`config.mk`:
```
export PLATFORM = sky130hd
export DESIGN_NAME = reg_bank_irq_flat
export DESIGN_NICKNAME = d
export VERILOG_FILES = /design/src/rtl/reg_bank_pkg.sv /design/src/rtl/reg_bank_irq_if.sv /design/src/rtl/reg_bank_irq_irq_ctrl.sv /design/src/rtl/reg_bank_irq.sv /design/src/flat_wrapper.sv
export SDC_FILE = /design/constraint.sdc
export NUM_CORES = 1
export LEC_CHECK = 0
export BUFFER_PORTS_ARGS = -buffer_cell sky130_fd_sc_hd__buf_2
export CAP_MARGIN = 5
export CORE_MARGIN = 1
export CORE_UTILIZATION = 58
export CTS_BUF_LIST = sky130_fd_sc_hd__clkbuf_4 sky130_fd_sc_hd__clkbuf_8
export CTS_CLUSTER_SIZE = 25
export DETAILED_ROUTE_END_ITERATION = 6
export GPL_ROUTABILITY_DRIVEN = 0
export PLACE_DENSITY = 0.95
export SYNTH_ARGS = -nofsm -noshare
export SYNTH_HDL_FRONTEND = slang
export SYNTH_SLANG_ARGS = --single-unit
```
`constraint.sdc`:
```
create_clock -name clk -period 3.4 [get_ports clk]
set_input_delay 0.68 -clock clk [delete_from_list [all_inputs] [get_ports clk]]
set_output_delay 0.68 -clock clk [all_outputs]
set_load 0.01 [all_outputs]
```
`src/rtl/reg_bank_pkg.sv`:
```
// Shared constants, decode types and the address decoder for reg_bank_irq.
package reg_bank_pkg;

  localparam logic [31:0] CTRL_BASE     = 32'h0000_0000;
  localparam logic [31:0] STATUS_BASE   = 32'h0000_0040;
  localparam logic [31:0] IRQ_STAT_ADDR = 32'h0000_0080;
  localparam logic [31:0] IRQ_EN_ADDR   = 32'h0000_0084;
  localparam logic [31:0] ID_ADDR       = 32'h0000_0088;

  localparam logic [31:0] ID_DEFAULT    = 32'h5247_0001;

  localparam int unsigned IDX_WIDTH     = 4;

  typedef enum logic [2:0] {
    DEC_CTRL,
    DEC_STATUS,
    DEC_IRQ_STAT,
    DEC_IRQ_EN,
    DEC_ID,
    DEC_NONE
  } dec_e;

  typedef struct packed {
    dec_e                 kind;
    logic [IDX_WIDTH-1:0] idx;
  } dec_t;

  // Map a byte address to a register class and index; addr[1:0] is ignored.
  function automatic dec_t decode(logic [31:0] addr, int unsigned n_ctrl,
                                  int unsigned n_status);
    dec_t        d;
    logic [31:0] word_addr;
    logic [31:0] ctrl_off;
    logic [31:0] stat_off;
    word_addr = {addr[31:2], 2'b00};
    ctrl_off  = word_addr - CTRL_BASE;
    stat_off  = word_addr - STATUS_BASE;
    d.kind    = DEC_NONE;
    d.idx     = '0;
    // Offsets wrap for addresses below the base, so one unsigned compare suffices.
    if (ctrl_off < (32'(n_ctrl) << 2)) begin
      d.kind = DEC_CTRL;
      d.idx  = ctrl_off[IDX_WIDTH+1:2];
    end else if (stat_off < (32'(n_status) << 2)) begin
      d.kind = DEC_STATUS;
      d.idx  = stat_off[IDX_WIDTH+1:2];
    end else if (word_addr == IRQ_STAT_ADDR) begin
      d.kind = DEC_IRQ_STAT;
    end else if (word_addr == IRQ_EN_ADDR) begin
      d.kind = DEC_IRQ_EN;
    end else if (word_addr == ID_ADDR) begin
      d.kind = DEC_ID;
    end
    return d;
  endfunction

endpackage

```
`src/rtl/reg_bank_irq_if.sv`:
```
// Register-bus interface between the host adapter (master) and reg_bank_irq (slave).
// addr/wdata/wstrb/wen/ren flow master->slave; rdata/rvalid/err flow back.
interface reg_bank_irq_if #(
  parameter int unsigned ADDR_WIDTH = 8,
  parameter int unsigned DATA_WIDTH = 32
);
  localparam int unsigned STRB_WIDTH = DATA_WIDTH / 8;

  logic [ADDR_WIDTH-1:0] addr;
  logic [DATA_WIDTH-1:0] wdata;
  logic [STRB_WIDTH-1:0] wstrb;
  logic                  wen;
  logic                  ren;
  logic [DATA_WIDTH-1:0] rdata;
  logic                  rvalid;
  logic                  err;

  modport master (
    output addr, wdata, wstrb, wen, ren,
    input  rdata, rvalid, err
  );

  modport slave (
    input  addr, wdata, wstrb, wen, ren,
    output rdata, rvalid, err
  );
endinterface

```
`src/rtl/reg_bank_irq_irq_ctrl.sv`:
```
// Interrupt block: rising-edge detect on irq_src, sticky W1C status,
// enable register and registered irq request.
// Ports: clk, reset (sync, active-high), irq_src levels, wdata/wmask write
// payload, stat_we (W1C strobe), en_we (enable write strobe),
// irq_stat/irq_en register values, irq output.
module irq_ctrl #(
  parameter int unsigned DATA_WIDTH = 32
) (
  input  logic                  clk,
  input  logic                  reset,
  input  logic [DATA_WIDTH-1:0] irq_src,
  input  logic [DATA_WIDTH-1:0] wdata,
  input  logic [DATA_WIDTH-1:0] wmask,
  input  logic                  stat_we,
  input  logic                  en_we,
  output logic [DATA_WIDTH-1:0] irq_stat,
  output logic [DATA_WIDTH-1:0] irq_en,
  output logic                  irq
);

  logic [DATA_WIDTH-1:0] src_q;
  logic [DATA_WIDTH-1:0] rise_c;
  logic [DATA_WIDTH-1:0] clr_c;

  // Edge and clear masks; a set in the same cycle as a clear wins.
  always_comb begin
    rise_c = irq_src & ~src_q;
    clr_c  = '0;
    if (stat_we) clr_c = wdata & wmask;
  end

  always_ff @(posedge clk) begin
    if (reset) begin
      src_q    <= '0;
      irq_stat <= '0;
      irq_en   <= '0;
      irq      <= 1'b0;
    end else begin
      src_q    <= irq_src;
      irq_stat <= (irq_stat & ~clr_c) | rise_c;
      if (en_we) irq_en <= (irq_en & ~wmask) | (wdata & wmask);
      irq      <= |(irq_stat & irq_en);
    end
  end

endmodule

```
`src/rtl/reg_bank_irq.sv`:
```
// Parametrised control/status register bank with interrupt support.
// Ports: clk, reset (sync, active-high), bus (register access slave port:
// addr/wdata/wstrb/wen/ren in, registered rdata/rvalid/err out),
// ctrl (flattened control registers), status_in (raw status),
// status (sampled status), irq_src (interrupt levels), irq (request).
module reg_bank_irq
  import reg_bank_pkg::*;
#(
  parameter int unsigned ADDR_WIDTH = 8,
  parameter int unsigned DATA_WIDTH = 32,
  parameter int unsigned N_CTRL     = 4,
  parameter int unsigned N_STATUS   = 2,
  parameter logic [31:0] ID_VALUE   = ID_DEFAULT
) (
  input  logic                           clk,
  input  logic                           reset,
  reg_bank_irq_if.slave                  bus,
  output logic [N_CTRL*DATA_WIDTH-1:0]   ctrl,
  input  logic [N_STATUS*DATA_WIDTH-1:0] status_in,
  output logic [N_STATUS*DATA_WIDTH-1:0] status,
  input  logic [DATA_WIDTH-1:0]          irq_src,
  output logic                           irq
);

  localparam int unsigned STRB_WIDTH = DATA_WIDTH / 8;

  logic [ADDR_WIDTH-1:0] addr_c;
  logic [STRB_WIDTH-1:0] wstrb_c;
  dec_t                  dec_c;
  logic [DATA_WIDTH-1:0] wmask_c;
  logic [DATA_WIDTH-1:0] rd_c;
  logic                  err_c;
  logic [DATA_WIDTH-1:0] irq_stat;
  logic [DATA_WIDTH-1:0] irq_en;

  assign addr_c  = bus.addr;
  assign wstrb_c = bus.wstrb;
  assign dec_c   = decode(32'(addr_c), N_CTRL, N_STATUS);

  // Expand byte enables to a bit mask.
  always_comb begin
    wmask_c = '0;
    for (int k = 0; k < int'(STRB_WIDTH); k++) wmask_c[k*8 +: 8] = {8{wstrb_c[k]}};
  end

  // Control register writes.
  always_ff @(posedge clk) begin
    if (reset) begin
      ctrl <= '0;
    end else if (bus.wen && dec_c.kind == DEC_CTRL) begin
      for (int i = 0; i < int'(N_CTRL); i++) begin
        if (dec_c.idx == IDX_WIDTH'(i))
          ctrl[i*DATA_WIDTH +: DATA_WIDTH] <= (ctrl[i*DATA_WIDTH +: DATA_WIDTH] & ~wmask_c)
                                            | (bus.wdata & wmask_c);
      end
    end
  end

  // Status sampling, one cycle behind status_in.
  always_ff @(posedge clk) begin
    if (reset) status <= '0;
    else       status <= status_in;
  end

  irq_ctrl #(.DATA_WIDTH(DATA_WIDTH)) u_irq_ctrl (
    .clk      (clk),
    .reset    (reset),
    .irq_src  (irq_src),
    .wdata    (bus.wdata),
    .wmask    (wmask_c),
    .stat_we  (bus.wen && dec_c.kind == DEC_IRQ_STAT),
    .en_we    (bus.wen && dec_c.kind == DEC_IRQ_EN),
    .irq_stat (irq_stat),
    .irq_en   (irq_en),
    .irq      (irq)
  );

  // Read mux over pre-write register values; unmapped reads return zero.
  always_comb begin
    rd_c = '0;
    case (dec_c.kind)
      DEC_CTRL: begin
        for (int i = 0; i < int'(N_CTRL); i++)
          if (dec_c.idx == IDX_WIDTH'(i)) rd_c = ctrl[i*DATA_WIDTH +: DATA_WIDTH];
      end
      DEC_STATUS: begin
        for (int j = 0; j < int'(N_STATUS); j++)
          if (dec_c.idx == IDX_WIDTH'(j)) rd_c = status[j*DATA_WIDTH +: DATA_WIDTH];
      end
      DEC_IRQ_STAT: rd_c = irq_stat;
      DEC_IRQ_EN:   rd_c = irq_en;
      DEC_ID:       rd_c = ID_VALUE[DATA_WIDTH-1:0];
      default:      rd_c = '0;
    endcase
  end

  // Writes to read-only or unmapped locations and unmapped reads are errors.
  always_comb begin
    err_c = (bus.ren && dec_c.kind == DEC_NONE)
         || (bus.wen && (dec_c.kind == DEC_NONE || dec_c.kind == DEC_STATUS
                         || dec_c.kind == DEC_ID));
  end

  // Registered read response; rdata holds between reads.
  always_ff @(posedge clk) begin
    if (reset) begin
      bus.rdata  <= '0;
      bus.rvalid <= 1'b0;
      bus.err    <= 1'b0;
    end else begin
      bus.rvalid <= bus.ren;
      bus.err    <= err_c;
      if (bus.ren) bus.rdata <= rd_c;
    end
  end

endmodule

```
`src/flat_wrapper.sv`:
```
// flat-port wrapper written by rule: the top's interface ports become plain ports
module reg_bank_irq_flat import reg_bank_pkg::*;
#(
  parameter int unsigned ADDR_WIDTH = 8,
  parameter int unsigned DATA_WIDTH = 32,
  parameter int unsigned N_CTRL     = 4,
  parameter int unsigned N_STATUS   = 2,
  parameter logic [31:0] ID_VALUE   = ID_DEFAULT
)
  (clk, reset, ctrl, status_in, status, irq_src, irq, bus_addr, bus_wdata, bus_wstrb, bus_wen, bus_ren, bus_rdata, bus_rvalid, bus_err);
  reg_bank_irq_if #(.ADDR_WIDTH(ADDR_WIDTH), .DATA_WIDTH(DATA_WIDTH)) bus_i ();
  input  logic clk;
  input  logic reset;
  output logic [N_CTRL*DATA_WIDTH-1:0] ctrl;
  input  logic [N_STATUS*DATA_WIDTH-1:0] status_in;
  output logic [N_STATUS*DATA_WIDTH-1:0] status;
  input  logic [DATA_WIDTH-1:0] irq_src;
  output logic irq;
  input wire logic [$bits(bus_i.addr)-1:0] bus_addr;
  input wire logic [$bits(bus_i.wdata)-1:0] bus_wdata;
  input wire logic [$bits(bus_i.wstrb)-1:0] bus_wstrb;
  input wire logic [$bits(bus_i.wen)-1:0] bus_wen;
  input wire logic [$bits(bus_i.ren)-1:0] bus_ren;
  output wire logic [$bits(bus_i.rdata)-1:0] bus_rdata;
  output wire logic [$bits(bus_i.rvalid)-1:0] bus_rvalid;
  output wire logic [$bits(bus_i.err)-1:0] bus_err;
  assign bus_i.addr = bus_addr;
  assign bus_i.wdata = bus_wdata;
  assign bus_i.wstrb = bus_wstrb;
  assign bus_i.wen = bus_wen;
  assign bus_i.ren = bus_ren;
  assign bus_rdata = bus_i.rdata;
  assign bus_rvalid = bus_i.rvalid;
  assign bus_err = bus_i.err;
  reg_bank_irq #(.ADDR_WIDTH(ADDR_WIDTH), .DATA_WIDTH(DATA_WIDTH), .N_CTRL(N_CTRL), .N_STATUS(N_STATUS), .ID_VALUE(ID_VALUE)) u_core (.clk(clk), .reset(reset), .bus(bus_i), .ctrl(ctrl), .status_in(status_in), .status(status), .irq_src(irq_src), .irq(irq));
endmodule
```
==> impl_metrics.py <==
metrics = {
    "status": {
        "status": "finished clean",
    },
    "setup_path": {
        "slowest_stage": "or4b_1",
        "crit_fanout": 30,
        "slowest_delay_ns": 0.78,
        "r2r_slack_ns": 1.87,
        "required_ns": 3.90,
        "cp_data_arrival_time_ns": 2.97,
        "path_cells": "buf_2 -> or4b_1 -> nor2_2 -> buf_12 -> a22oi_1 -> a21oi_1 -> a221o_1",
        "path_class": "primary input to register",
        "endpoint_kind": "register",
        "path_buf_inv": 2,
        "cp_top_family": "simple AND/OR/NAND/NOR gates",
        "startpoint_type": "primary input",
    },
    "hold_path": {
        "min-delay-path-class": "primary input to register",
    },
    "yosys": {
        "synthArstFlopShare_pct": 0,
        "synthMuxAreaShare_pct": 14.6,
        "synth_compound_area_share_pct": 14.0,
        "ys.flop_type": "dfxtp_1",
        "ys_types": 50,
        "syn_area_um2": 12800,
        "avgSynthCellArea_um2": 9.86,
        "synth_edf_count": 0,
        "synth_seq_cells": 323,
        "synthXorXnorAreaFrac_pct": 0,
        "synthSimpleGateAreaFrac_pct": 17.1,
        "synthAdderAreaFrac_pct": 0,
        "synth_nets": 1447,
        "yosys_warnings": 0,
        "synth_cells": 1303,
        "ys_seq_area_share_pct": 50.3,
        "synth_top_family_by_area": "simple AND/OR/NAND/NOR gates",
    },
    "global_route": {
        "track_usage_pct": 37.8,
        "grt_overflow_total": 0,
        "grt_pass1_wl_um": 64700,
        "first_global_vias": 11600,
        "grt_max_degree": 132,
        "antenna_found_initial": 12,
    },
    "sta": {
        "max_freq_ghz": 0.405,
        "finalCritPeriodShare_pct": 72.7,
        "tightest_slew_ns": 0.708,
        "post-route-min-period_ns": 2.47,
        "max-slew-margin-rel_pct": 52.3,
        "rsz0062_at_grt": "false",
        "slew_violations": 0,
        "fin_skew_ns": 0.0200,
        "tns_ns": 0,
        "hold_violations": 0,
        "setup_viol": 0,
    },
    "layout": {
        "drive_gt1_share_pct": 29.4,
        "final_util_pct": 73.4,
        "final_nets": 1799,
        "final_common_cell": "buf_2",
        "fin_cells": 1984,
        "final_cell_mix": "367 x buf_2, 323 x dfxtp_1, 187 x mux2i_1, 165 x nor2_1, 99 x nor2b_1",
        "area_growth_pct": 24.2,
    },
    "cts": {
        "post_cts_buffers": 0,
        "cts-root-buf": "clkbuf_8",
        "worstSkewPairLatency_ns": 0.56,
        "clock_path_buffers": 3,
        "cts_htree_levels": 2,
        "cts_resized": 0,
        "clock_sink_count": 323,
        "clkSlewWorstSetupHoldPaths_ns": 0.06,
        "cts_tree": "done",
        "hold_buffers": 0,
        "cts_inserted_buffers": 48,
    },
    "pwr": {
        "p_total_mw": 7.87,
        "power.leakage_nw": 7.15,
        "powerDensity_nw_per_um2": 493,
        "peakVddDrop_uv": 405,
    },
    "route": {
        "drc": 0,
        "wl_um": 44700,
        "via_per_inst": 6.23,
        "drtAntennaViolNets": 0,
        "drtPass1Iterations": 7,
        "route.vias.total": 12400,
        "drt-initial-drc-count": 1722,
        "wl_per_cell_um": 22.5,
    },
    "die": {
        "fp.dieW_um": 151,
        "initial_utilization_pct": 59.0,
        "die_area_um2": 22700,
        "die_h_um": 151,
        "ios": 371,
        "core_um2": 21800,
        "num_rows": 54,
    },
    "flow_run": {
        "maxCapViolCount": 0,
    },
    "placement": {
        "dp_hpwl_um": 30800,
        "dpl.cell_count": 1885,
        "port_buffers": 368,
    },
}
-- routing by layer --
metal | vias up | share of wire, % | GRT usage, %
li1 | 5349 | - | -
met1 | 5750 | 38 | 49.4
met2 | 1022 | 44 | 56.5
met3 | 227 | 12 | 9.34
met4 | 4 | 5.9 | 22.7
met5 | - | 0.052 | 0
-- power by group --
part	internal [mW]	switching (mW)	leakage, nW	total (mW)
clock	1.87	1.51	0.558	3.38
combinational	0.200	0.331	3.95	0.531
sequential	3.88	0.0714	2.64	3.95
total	5.95	1.91	7.15	7.87
-- cell usage after synthesis (all sizes together), types with 2 or more instances --
| cell type | n | area [µm²] |
|---|---|---|
| o21a | 5 | 37.5 |
| nand2 | 41 | 154 |
| nor3 | 11 | 150 |
| a221oi | 8 | 70.1 |
| a221o | 5 | 50.1 |
| inv | 36 | 135 |
| nand4 | 4 | 25.0 |
| clkbuf | 53 | 199 |
| mux2i | 187 | 1870 |
| or3 | 5 | 31.3 |
| a21o | 2 | 15.0 |
| and3 | 20 | 125 |
| nand3 | 9 | 45.0 |
| nor2b | 99 | 619 |
| a22oi | 48 | 360 |
| a211oi | 19 | 143 |
| o21ai | 35 | 175 |
| a22o | 3 | 26.3 |
| a222oi | 21 | 210 |
| o2bb2ai | 4 | 35.0 |
| nor4 | 5 | 58.8 |
| nor2 | 171 | 657 |
| dfxtp | 323 | 6470 |
| and4 | 6 | 52.6 |
| a21oi | 72 | 360 |
| o221ai | 27 | 236 |
| or2 | 5 | 31.3 |
| buf | 31 | 178 |
| nand2b | 35 | 219 |
-- cells by family after synthesis --
family	after synthesis
buf+inv	121
simple gates	414
compound gates	258
mux	187
flops	323
-- final timing paths --
kind | startpoint | endpoint | depth (start not counted)
setup / recovery | bus_addr[2] | u_core.bus.rdata[24] | 7
hold / removal | status_in[60] | u_core.status[60] | 2
setup reg to reg | register | u_core.bus.rdata[25] | 4
hold reg to reg | u_core.u_irq_ctrl.src_q[13] | u_core.u_irq_ctrl.irq_stat[13] | 2
-- through the flow --
stage          hold slack, ns  instance area (µm²)  setup WS [ns]
2_1_floorplan           0.462                12800           1.00
4_1_cts                 0.310                15900          0.984
6_report                0.326                16000          0.930
3_3_place_gp            0.462                14900          0.475
3_5_place_dp            0.471                14900          0.469
5_1_grt                 0.324                16000          0.891
-- layout make-up --
| cell class | count | area (µm²) |
|---|---|---|
| Clock inverter | 8 | 45.0 |
| Fill cell | 1493 | 5800 |
| Timing Repair Buffer | 386 | 2050 |
| Tap cell | 280 | 350 |
| Sequential cell | 323 | 6470 |
| Inverter | 37 | 139 |
| Clock buffer | 79 | 1010 |
| Antenna cell | 12 | 30.0 |
| Multi-Input combinational cell | 859 | 5870 |
Power figures use the tool's default switching activity.
